--- src/rtl/layer_code_dbuf_pkg.sv ---
// Shared engine state encoding and sizing helpers for the double-buffered
// WS2812 serialiser.
package layer_code_dbuf_pkg;

  typedef enum logic [2:0] {
    ST_IDLE,
    ST_FETCH,
    ST_WAIT,
    ST_HIGH,
    ST_LOW,
    ST_LATCH
  } eng_state_t;

  localparam int DEF_NUM_LEDS      = 64;
  localparam int DEF_BYTES_PER_LED = 4;
  localparam int ADDR_W            = $clog2(DEF_NUM_LEDS);
  localparam int WORD_W            = DEF_BYTES_PER_LED * 8;

  function automatic int calc_addr_w(input int num_leds);
    return (num_leds > 1) ? $clog2(num_leds) : 1;
  endfunction

  function automatic int calc_word_w(input int bytes_per_led);
    return bytes_per_led * 8;
  endfunction

endpackage

--- src/rtl/ws2812_bit_timer.sv ---
// Phase counter for HIGH, LOW and LATCH; zero-length requests are stretched
// to one cycle so every phase is visible on the line.
module ws2812_bit_timer (
  input  logic        i_clk,
  input  logic        i_rst_n,
  input  logic        i_load_bit,
  input  logic        i_bit_val,
  input  logic        i_load_low,
  input  logic        i_load_latch,
  input  logic [7:0]  i_t0h,
  input  logic [7:0]  i_t0l,
  input  logic [7:0]  i_t1h,
  input  logic [7:0]  i_t1l,
  input  logic [15:0] i_rst_cnt,
  output logic        o_done
);

  logic [15:0] r_cnt;
  logic [7:0]  r_low_len;

  function automatic logic [7:0] clamp8(input logic [7:0] v);
    return (v == 8'd0) ? 8'd1 : v;
  endfunction

  // The LOW length is captured together with HIGH so a bit never mixes pairs.
  always_ff @(posedge i_clk or negedge i_rst_n) begin
    if (!i_rst_n) begin
      r_cnt     <= '0;
      r_low_len <= '0;
    end else if (i_load_bit) begin
      r_cnt     <= {8'd0, clamp8(i_bit_val ? i_t1h : i_t0h)};
      r_low_len <= clamp8(i_bit_val ? i_t1l : i_t0l);
    end else if (i_load_low) begin
      r_cnt <= {8'd0, r_low_len};
    end else if (i_load_latch) begin
      r_cnt <= (i_rst_cnt == 16'd0) ? 16'd1 : i_rst_cnt;
    end else if (r_cnt != 16'd0) begin
      r_cnt <= r_cnt - 16'd1;
    end
  end

  assign o_done = (r_cnt == 16'd1);

endmodule

--- src/rtl/layer_code_dbuf.sv ---
// Double-buffered WS2812 serialiser: the writer fills the back bank while the
// engine streams the front bank; banks swap only between frames.
module layer_code_dbuf
  import layer_code_dbuf_pkg::*;
#(
  parameter int  NUM_LEDS      = 64,
  parameter int  BYTES_PER_LED = 4,
  parameter int  MSB_FIRST     = 1,
  localparam int LADDR_W       = calc_addr_w(NUM_LEDS),
  localparam int LWORD_W       = calc_word_w(BYTES_PER_LED)
) (
  input  logic                     clk_in,
  input  logic                     rst_n_in,
  input  logic                     wr_en_in,
  input  logic                     wr_done_in,
  input  logic [LADDR_W-1:0]       wr_addr_in,
  input  logic [7:0]               wr_data_in,
  input  logic [BYTES_PER_LED-1:0] wr_byte_en_in,
  input  logic [7:0]               t0h_cnt_in,
  input  logic [7:0]               t0l_cnt_in,
  input  logic [7:0]               t1h_cnt_in,
  input  logic [7:0]               t1l_cnt_in,
  input  logic [15:0]              rst_cnt_in,
  output logic                     busy_out,
  output logic                     frame_done_out,
  output logic                     swap_pend_out,
  output logic                     ws2812_code_out
);

  localparam int BIT_W = $clog2(LWORD_W);
  // {bank, address} indexing needs a power-of-two stride per bank.
  localparam int DEPTH = 2 << LADDR_W;
  localparam logic [LADDR_W:0]   ADDR_LIMIT = (LADDR_W+1)'(NUM_LEDS);
  localparam logic [LADDR_W-1:0] LAST_LED   = LADDR_W'(NUM_LEDS - 1);
  localparam logic [BIT_W-1:0]   LAST_BIT   = BIT_W'(LWORD_W - 1);

  logic [LWORD_W-1:0] r_mem [DEPTH];
  logic [LWORD_W-1:0] r_rd_data;
  logic [LWORD_W-1:0] r_shift;
  eng_state_t         r_state;
  eng_state_t         w_next;
  logic               r_bank_sel;
  logic               r_swap_pend;
  logic [LADDR_W-1:0] r_led_idx;
  logic [BIT_W-1:0]   r_bit_idx;

  logic w_swap, w_wr_ok, w_wr_bank, w_done, w_last_bit, w_last_led, w_bit_val;
  logic w_load_bit, w_load_low, w_load_latch;

  assign w_swap     = (r_state == ST_IDLE) && r_swap_pend;
  assign w_wr_ok    = wr_en_in && ({1'b0, wr_addr_in} < ADDR_LIMIT);
  // During the swap cycle the old front is already the new back bank.
  assign w_wr_bank  = w_swap ? r_bank_sel : ~r_bank_sel;
  assign w_last_bit = (r_bit_idx == LAST_BIT);
  assign w_last_led = (r_led_idx == LAST_LED);

  always_ff @(posedge clk_in) begin
    if (w_wr_ok) begin
      for (int b = 0; b < BYTES_PER_LED; b++) begin
        if (wr_byte_en_in[b]) r_mem[{w_wr_bank, wr_addr_in}][b*8 +: 8] <= wr_data_in;
      end
    end
    if (r_state == ST_FETCH) r_rd_data <= r_mem[{r_bank_sel, r_led_idx}];
  end

  always_ff @(posedge clk_in or negedge rst_n_in) begin
    if (!rst_n_in) begin
      r_state     <= ST_IDLE;
      r_bank_sel  <= 1'b0;
      r_swap_pend <= 1'b0;
      r_led_idx   <= '0;
      r_bit_idx   <= '0;
      r_shift     <= '0;
    end else begin
      r_state <= w_next;
      if (w_swap) begin
        r_bank_sel  <= ~r_bank_sel;
        r_swap_pend <= wr_done_in;
        r_led_idx   <= '0;
      end else if (wr_done_in) begin
        r_swap_pend <= 1'b1;
      end
      if (r_state == ST_WAIT) begin
        r_shift   <= r_rd_data;
        r_bit_idx <= '0;
      end else if (r_state == ST_LOW && w_done) begin
        if (!w_last_bit) begin
          r_shift   <= (MSB_FIRST != 0) ? (r_shift << 1) : (r_shift >> 1);
          r_bit_idx <= r_bit_idx + 1'b1;
        end else if (!w_last_led) begin
          r_led_idx <= r_led_idx + 1'b1;
        end
      end
    end
  end

  always_comb begin
    w_next = r_state;
    unique case (r_state)
      ST_IDLE:  if (r_swap_pend) w_next = ST_FETCH;
      ST_FETCH: w_next = ST_WAIT;
      ST_WAIT:  w_next = ST_HIGH;
      ST_HIGH:  if (w_done) w_next = ST_LOW;
      ST_LOW: begin
        if (w_done) begin
          if (!w_last_bit)      w_next = ST_HIGH;
          else if (w_last_led)  w_next = ST_LATCH;
          else                  w_next = ST_FETCH;
        end
      end
      ST_LATCH: if (w_done) w_next = ST_IDLE;
      default:  w_next = ST_IDLE;
    endcase
  end

  always_comb begin
    busy_out        = (r_state != ST_IDLE);
    ws2812_code_out = (r_state == ST_HIGH);
    frame_done_out  = (r_state == ST_LATCH) && w_done;
    w_load_bit      = (r_state == ST_WAIT) || (r_state == ST_LOW && w_done && !w_last_bit);
    w_load_low      = (r_state == ST_HIGH) && w_done;
    w_load_latch    = (r_state == ST_LOW) && w_done && w_last_bit && w_last_led;
    // Next bit: first word bit when loading, else the one after the shift.
    if (r_state == ST_WAIT)
      w_bit_val = (MSB_FIRST != 0) ? r_rd_data[LWORD_W-1] : r_rd_data[0];
    else
      w_bit_val = (MSB_FIRST != 0) ? r_shift[LWORD_W-2] : r_shift[1];
  end

  assign swap_pend_out = r_swap_pend;

  ws2812_bit_timer u_timer (
    .i_clk        (clk_in),
    .i_rst_n      (rst_n_in),
    .i_load_bit   (w_load_bit),
    .i_bit_val    (w_bit_val),
    .i_load_low   (w_load_low),
    .i_load_latch (w_load_latch),
    .i_t0h        (t0h_cnt_in),
    .i_t0l        (t0l_cnt_in),
    .i_t1h        (t1h_cnt_in),
    .i_t1l        (t1l_cnt_in),
    .i_rst_cnt    (rst_cnt_in),
    .o_done       (w_done)
  );

endmodule
--- config.mk ---
export PLATFORM = sky130hd
export DESIGN_NAME = layer_code_dbuf
export DESIGN_NICKNAME = d
export VERILOG_FILES = /design/src/rtl/layer_code_dbuf_pkg.sv /design/src/rtl/ws2812_bit_timer.sv /design/src/rtl/layer_code_dbuf.sv
export SDC_FILE = /design/constraint.sdc
export NUM_CORES = 2
export LEC_CHECK = 0
export BUFFER_PORTS_ARGS = -buffer_cell sky130_fd_sc_hd__buf_2
export CORE_UTILIZATION = 63
export CTS_CLUSTER_SIZE = 24
export DETAILED_ROUTE_END_ITERATION = 10
export PLACE_DENSITY = 0.79
export SETUP_SLACK_MARGIN = 0.2
export SYNTH_ARGS = -nofsm -noshare
export SYNTH_HDL_FRONTEND = slang
export SYNTH_SLANG_ARGS = --single-unit
--- constraint.sdc ---
create_clock -name clk_in -period 4.5 [get_ports clk_in]
set_input_delay 0.9 -clock clk_in [delete_from_list [all_inputs] [get_ports clk_in]]
set_output_delay 0.9 -clock clk_in [all_outputs]
set_load 0.1 [all_outputs]
==> impl_metrics.json <==
{
  "regToRegSetupSlack_ps": 280,
  "synth_fa_ha_area_share_pct": 0.0380,
  "period_share_pct": 93.7,
  "die_w_microns": 513,
  "syn_avg_cell_area_sq_um": 20.5,
  "power.internal_uw": 63400,
  "pwr-share-seq_pct": 54.3,
  "yosys.area.top_type": "edfxtp_1",
  "synth-seq-cells": 4199,
  "synth-main-ff-cell": "edfxtp_1",
  "syn-num-nets": 8117,
  "finClkSkew_ps": 78.5,
  "synth_top_area_share_pct": 75.2,
  "worstPathMaxFanout": 10,
  "fmax_mhz": 237,
  "rsz0062_at_grt": "no",
  "rows": 187,
  "dieArea_sq_um": 264000,
  "switching_power_uw": 16800,
  "drive_above_1_share_pct": 24.7,
  "final_hold_viol_count": 0,
  "post_cts.repair.setup_buffers": 0,
  "synth_compound_gate_area_share_pct": 3.01,
  "antenna_found_initial": 29,
  "muxShareOfSynthArea_pct": 15.9,
  "postSynthCellCount": 8042,
  "dp.cells": 11500,
  "cp.required_ps": 4990,
  "clock_latency_ps": 950,
  "rr_endpoint": "r_mem[7][11]",
  "yosys_warnings": 0,
  "postCtsHoldBufs": 0,
  "die_h_microns": 513,
  "critPathArrivalTime_ps": 4710,
  "synth_cell_types": 80,
  "ys_async_sr_fraction_pct": 1.69,
  "crit_type": "register to register",
  "cap_viol_max_count": 0,
  "gr-usage-all-layers_pct": 34.8,
  "wl_microns": 457000,
  "clkSlewWorstSetupHoldPaths_ps": 60,
  "post_drt_wl_per_cell_microns": 37.2,
  "power.density_nw_per_um2": 435,
  "relSlewSlack_pct": 20.8,
  "port_buffers": 73,
  "r2r-start": "r_state[0]",
  "fin_crit_ps": 4220,
  "area_growth_syn_to_layout_pct": 11.9,
  "p_leak_uw": 0.0570,
  "hpwl_microns": 265000,
  "crit_path_start_kind": "register",
  "combPwrFrac_pct": 2.8,
  "drv_slew": 0,
  "clock-sinks": 4199,
  "routabilityCongestion": 0.904,
  "status": "finished, final reports clean",
  "core_area_sq_um": 260000,
  "grt_overflow": 0,
  "end_kind": "register",
  "worst_pin_slew_ps": 1160,
  "grt_pass1_wl_microns": 645000,
  "postRouteAntennaNets": 0,
  "first_global_vias": 88200,
  "start_util_pct": 63.4,
  "worstRegToRegCells": 7,
  "cts_inserted_buffers": 405,
  "viasPerCell": 7.25,
  "seq_area_sq_um": 126000,
  "clk_path_buf_depth": 4,
  "fin_tns_setup_ps": 0,
  "synth_area_leaders": "edfxtp_1, mux4_2, mux2i_1",
  "synth-xor-area-share_pct": 0.0744,
  "cts_resized": 0,
  "irDropWorstVdd_uv": 365,
  "fillCellCount": 14200,
  "synth_enable_flop_cells": 4128,
  "final_nets": 8525,
  "drc": 0,
  "vias": 89200,
  "final_cell_count_no_fill": 12300,
  "synth_top_family_by_area": "multiplexers",
  "cts-root-buf": "clkbuf_16",
  "cts_tree": "done",
  "ios": 74,
  "drt-pass1-iter-count": 8,
  "setup_viol": 0,
  "syn-cell-area_sq_um": 165000,
  "grt_max_degree": 155,
  "cts_max_level": 5,
  "clkPwrFrac_pct": 42.9,
  "drt-initial-drc-count": 15100,
  "yosys.area_share.simple_pct": 2.92,
  "hp-class": "primary input to asynchronous set/reset pin",
  "multi_input_comb_area_sq_um": 36200,
  "seq_area_frac_synth_pct": 76.3,
  "swShare_pct": 20.9
}
## placed cells by master (no fill, tap or decap), types with 87 or more instances in the layout
cell,n
edfxtp_1,4128
mux4_2,933
nor2_1,561
clkbuf_16,414
mux2i_1,408
buf_4,355
nand2_1,326
a21oi_1,160
o21ai_0,140
a211oi_1,94
mux2_2,91
clkinv_1,87
## worst max-delay path: stages (launching register included)
cell and delay (ps):
dfrtp_1 500, nor2b_1 240, nand2_1 290, xor2_1 280
nor2_1 570, nand2_1 660, buf_4 430, nor2_1 800
## through the flow
| step | instance area [sq um] | total power [uW] | worst slack (ps) | utilization [%] | hold WS [ps] |
|---|---|---|---|---|---|
| 6_report | 184000 | 80200 | 283 | 70.9 | 139 |
| 5_1_grt | 184000 | 81600 | 268 | 70.9 | 158 |
| 4_1_cts | 184000 | 80100 | 397 | 70.9 | 120 |
| 3_5_place_dp | 171000 | 46500 | 492 | 65.8 | 443 |
| 3_3_place_gp | 171000 | 46300 | 524 | 65.8 | 437 |
| 2_1_floorplan | 165000 | 45000 | 1080 | - | 426 |
## power groups by stage
stage	clock (uW)	sequential [uW]	combinational [uW]
floorplan	0	44200	806
global placement	0	44300	2000
detailed placement	0	44300	2110
CTS	34400	43500	2140
global route	35800	43500	2290
finish	34400	43600	2220
## worst max-delay path by stage
stage	end	startpoint	slack, ps	cells past startpoint
after detailed placement	r_mem[7][9]	wr_addr_in[4]	490	5
after CTS	frame_done_out	u_timer.r_cnt[13]	400	5
after global placement	r_rd_data[4]	r_led_idx[1]	520	8
final	r_mem[7][11]	r_state[0]	280	7
after global routing	r_mem[4][8]	r_state[0]	270	7
after floorplan	frame_done_out	u_timer.r_cnt[13]	1080	5
## layout make-up
| type | count | area share [%] |
|---|---|---|
| flip-flops and latches | 4199 | 68.2 |
| multi-input cells | 3327 | 19.6 |
| clock buffers | 496 | 5.82 |
| repair buffers | 505 | 2.53 |
| well taps | 3496 | 2.37 |
| clock inverters | 250 | 1.39 |
| inverters | 12 | 0.0305 |
| diodes | 14 | 0.0190 |
## logic make-up after synthesis
| family | after synthesis |
|---|---|
| flops | 4199 |
| simple gates | 1134 |
| mux | 1433 |
| compound gates | 741 |
| buf+inv | 516 |
| fa+ha+maj | 5 |
| xor+xnor | 14 |
## state kept, by name, summed over array words and instances, names as in the netlist
signal             flops
r_mem               4096
r_rd_data             32
r_shift               31
u_timer.r_cnt         16
u_timer.r_low_len      8
r_led_idx              6
r_bit_idx              5
r_state                3
r_bank_sel             1
swap_pend_out          1
## layer usage
metal	vias up	GRT usage, %	wire length [microns]
met5	-	0.183	241
met4	28	17.2	26500
met3	1449	10.2	66100
met2	8177	52.5	211000
met1	45600	46.9	154000
li1	34000	-	-
## synthesized netlist by cell type (8+ instances only)
| master | instances |
|---|---|
| a221oi_1 | 56 |
| nand2b_1 | 9 |
| o31ai_1 | 8 |
| nor2_1 | 572 |
| mux4_2 | 933 |
| mux2_2 | 91 |
| nor4_1 | 11 |
| a311oi_1 | 11 |
| a211oi_1 | 94 |
| buf_8 | 9 |
| clkbuf_1 | 192 |
| buf_1 | 12 |
| o211ai_1 | 27 |
| o221ai_1 | 10 |
| a31oi_1 | 41 |
| o22ai_1 | 37 |
| buf_6 | 40 |
| buf_2 | 139 |
| inv_1 | 11 |
| and2_1 | 17 |
| a311o_1 | 12 |
| mux2i_1 | 409 |
| dfrtp_1 | 71 |
| nand2_1 | 330 |
| nor3_1 | 27 |
| edfxtp_1 | 4128 |
| nand3_1 | 57 |
| a32oi_1 | 24 |
| o21ai_0 | 140 |
| and3_1 | 14 |
| buf_4 | 108 |
| a21oi_1 | 161 |
| a22oi_1 | 63 |
| nor2b_1 | 58 |
Note: power is estimated with default switching activity, not from simulation.
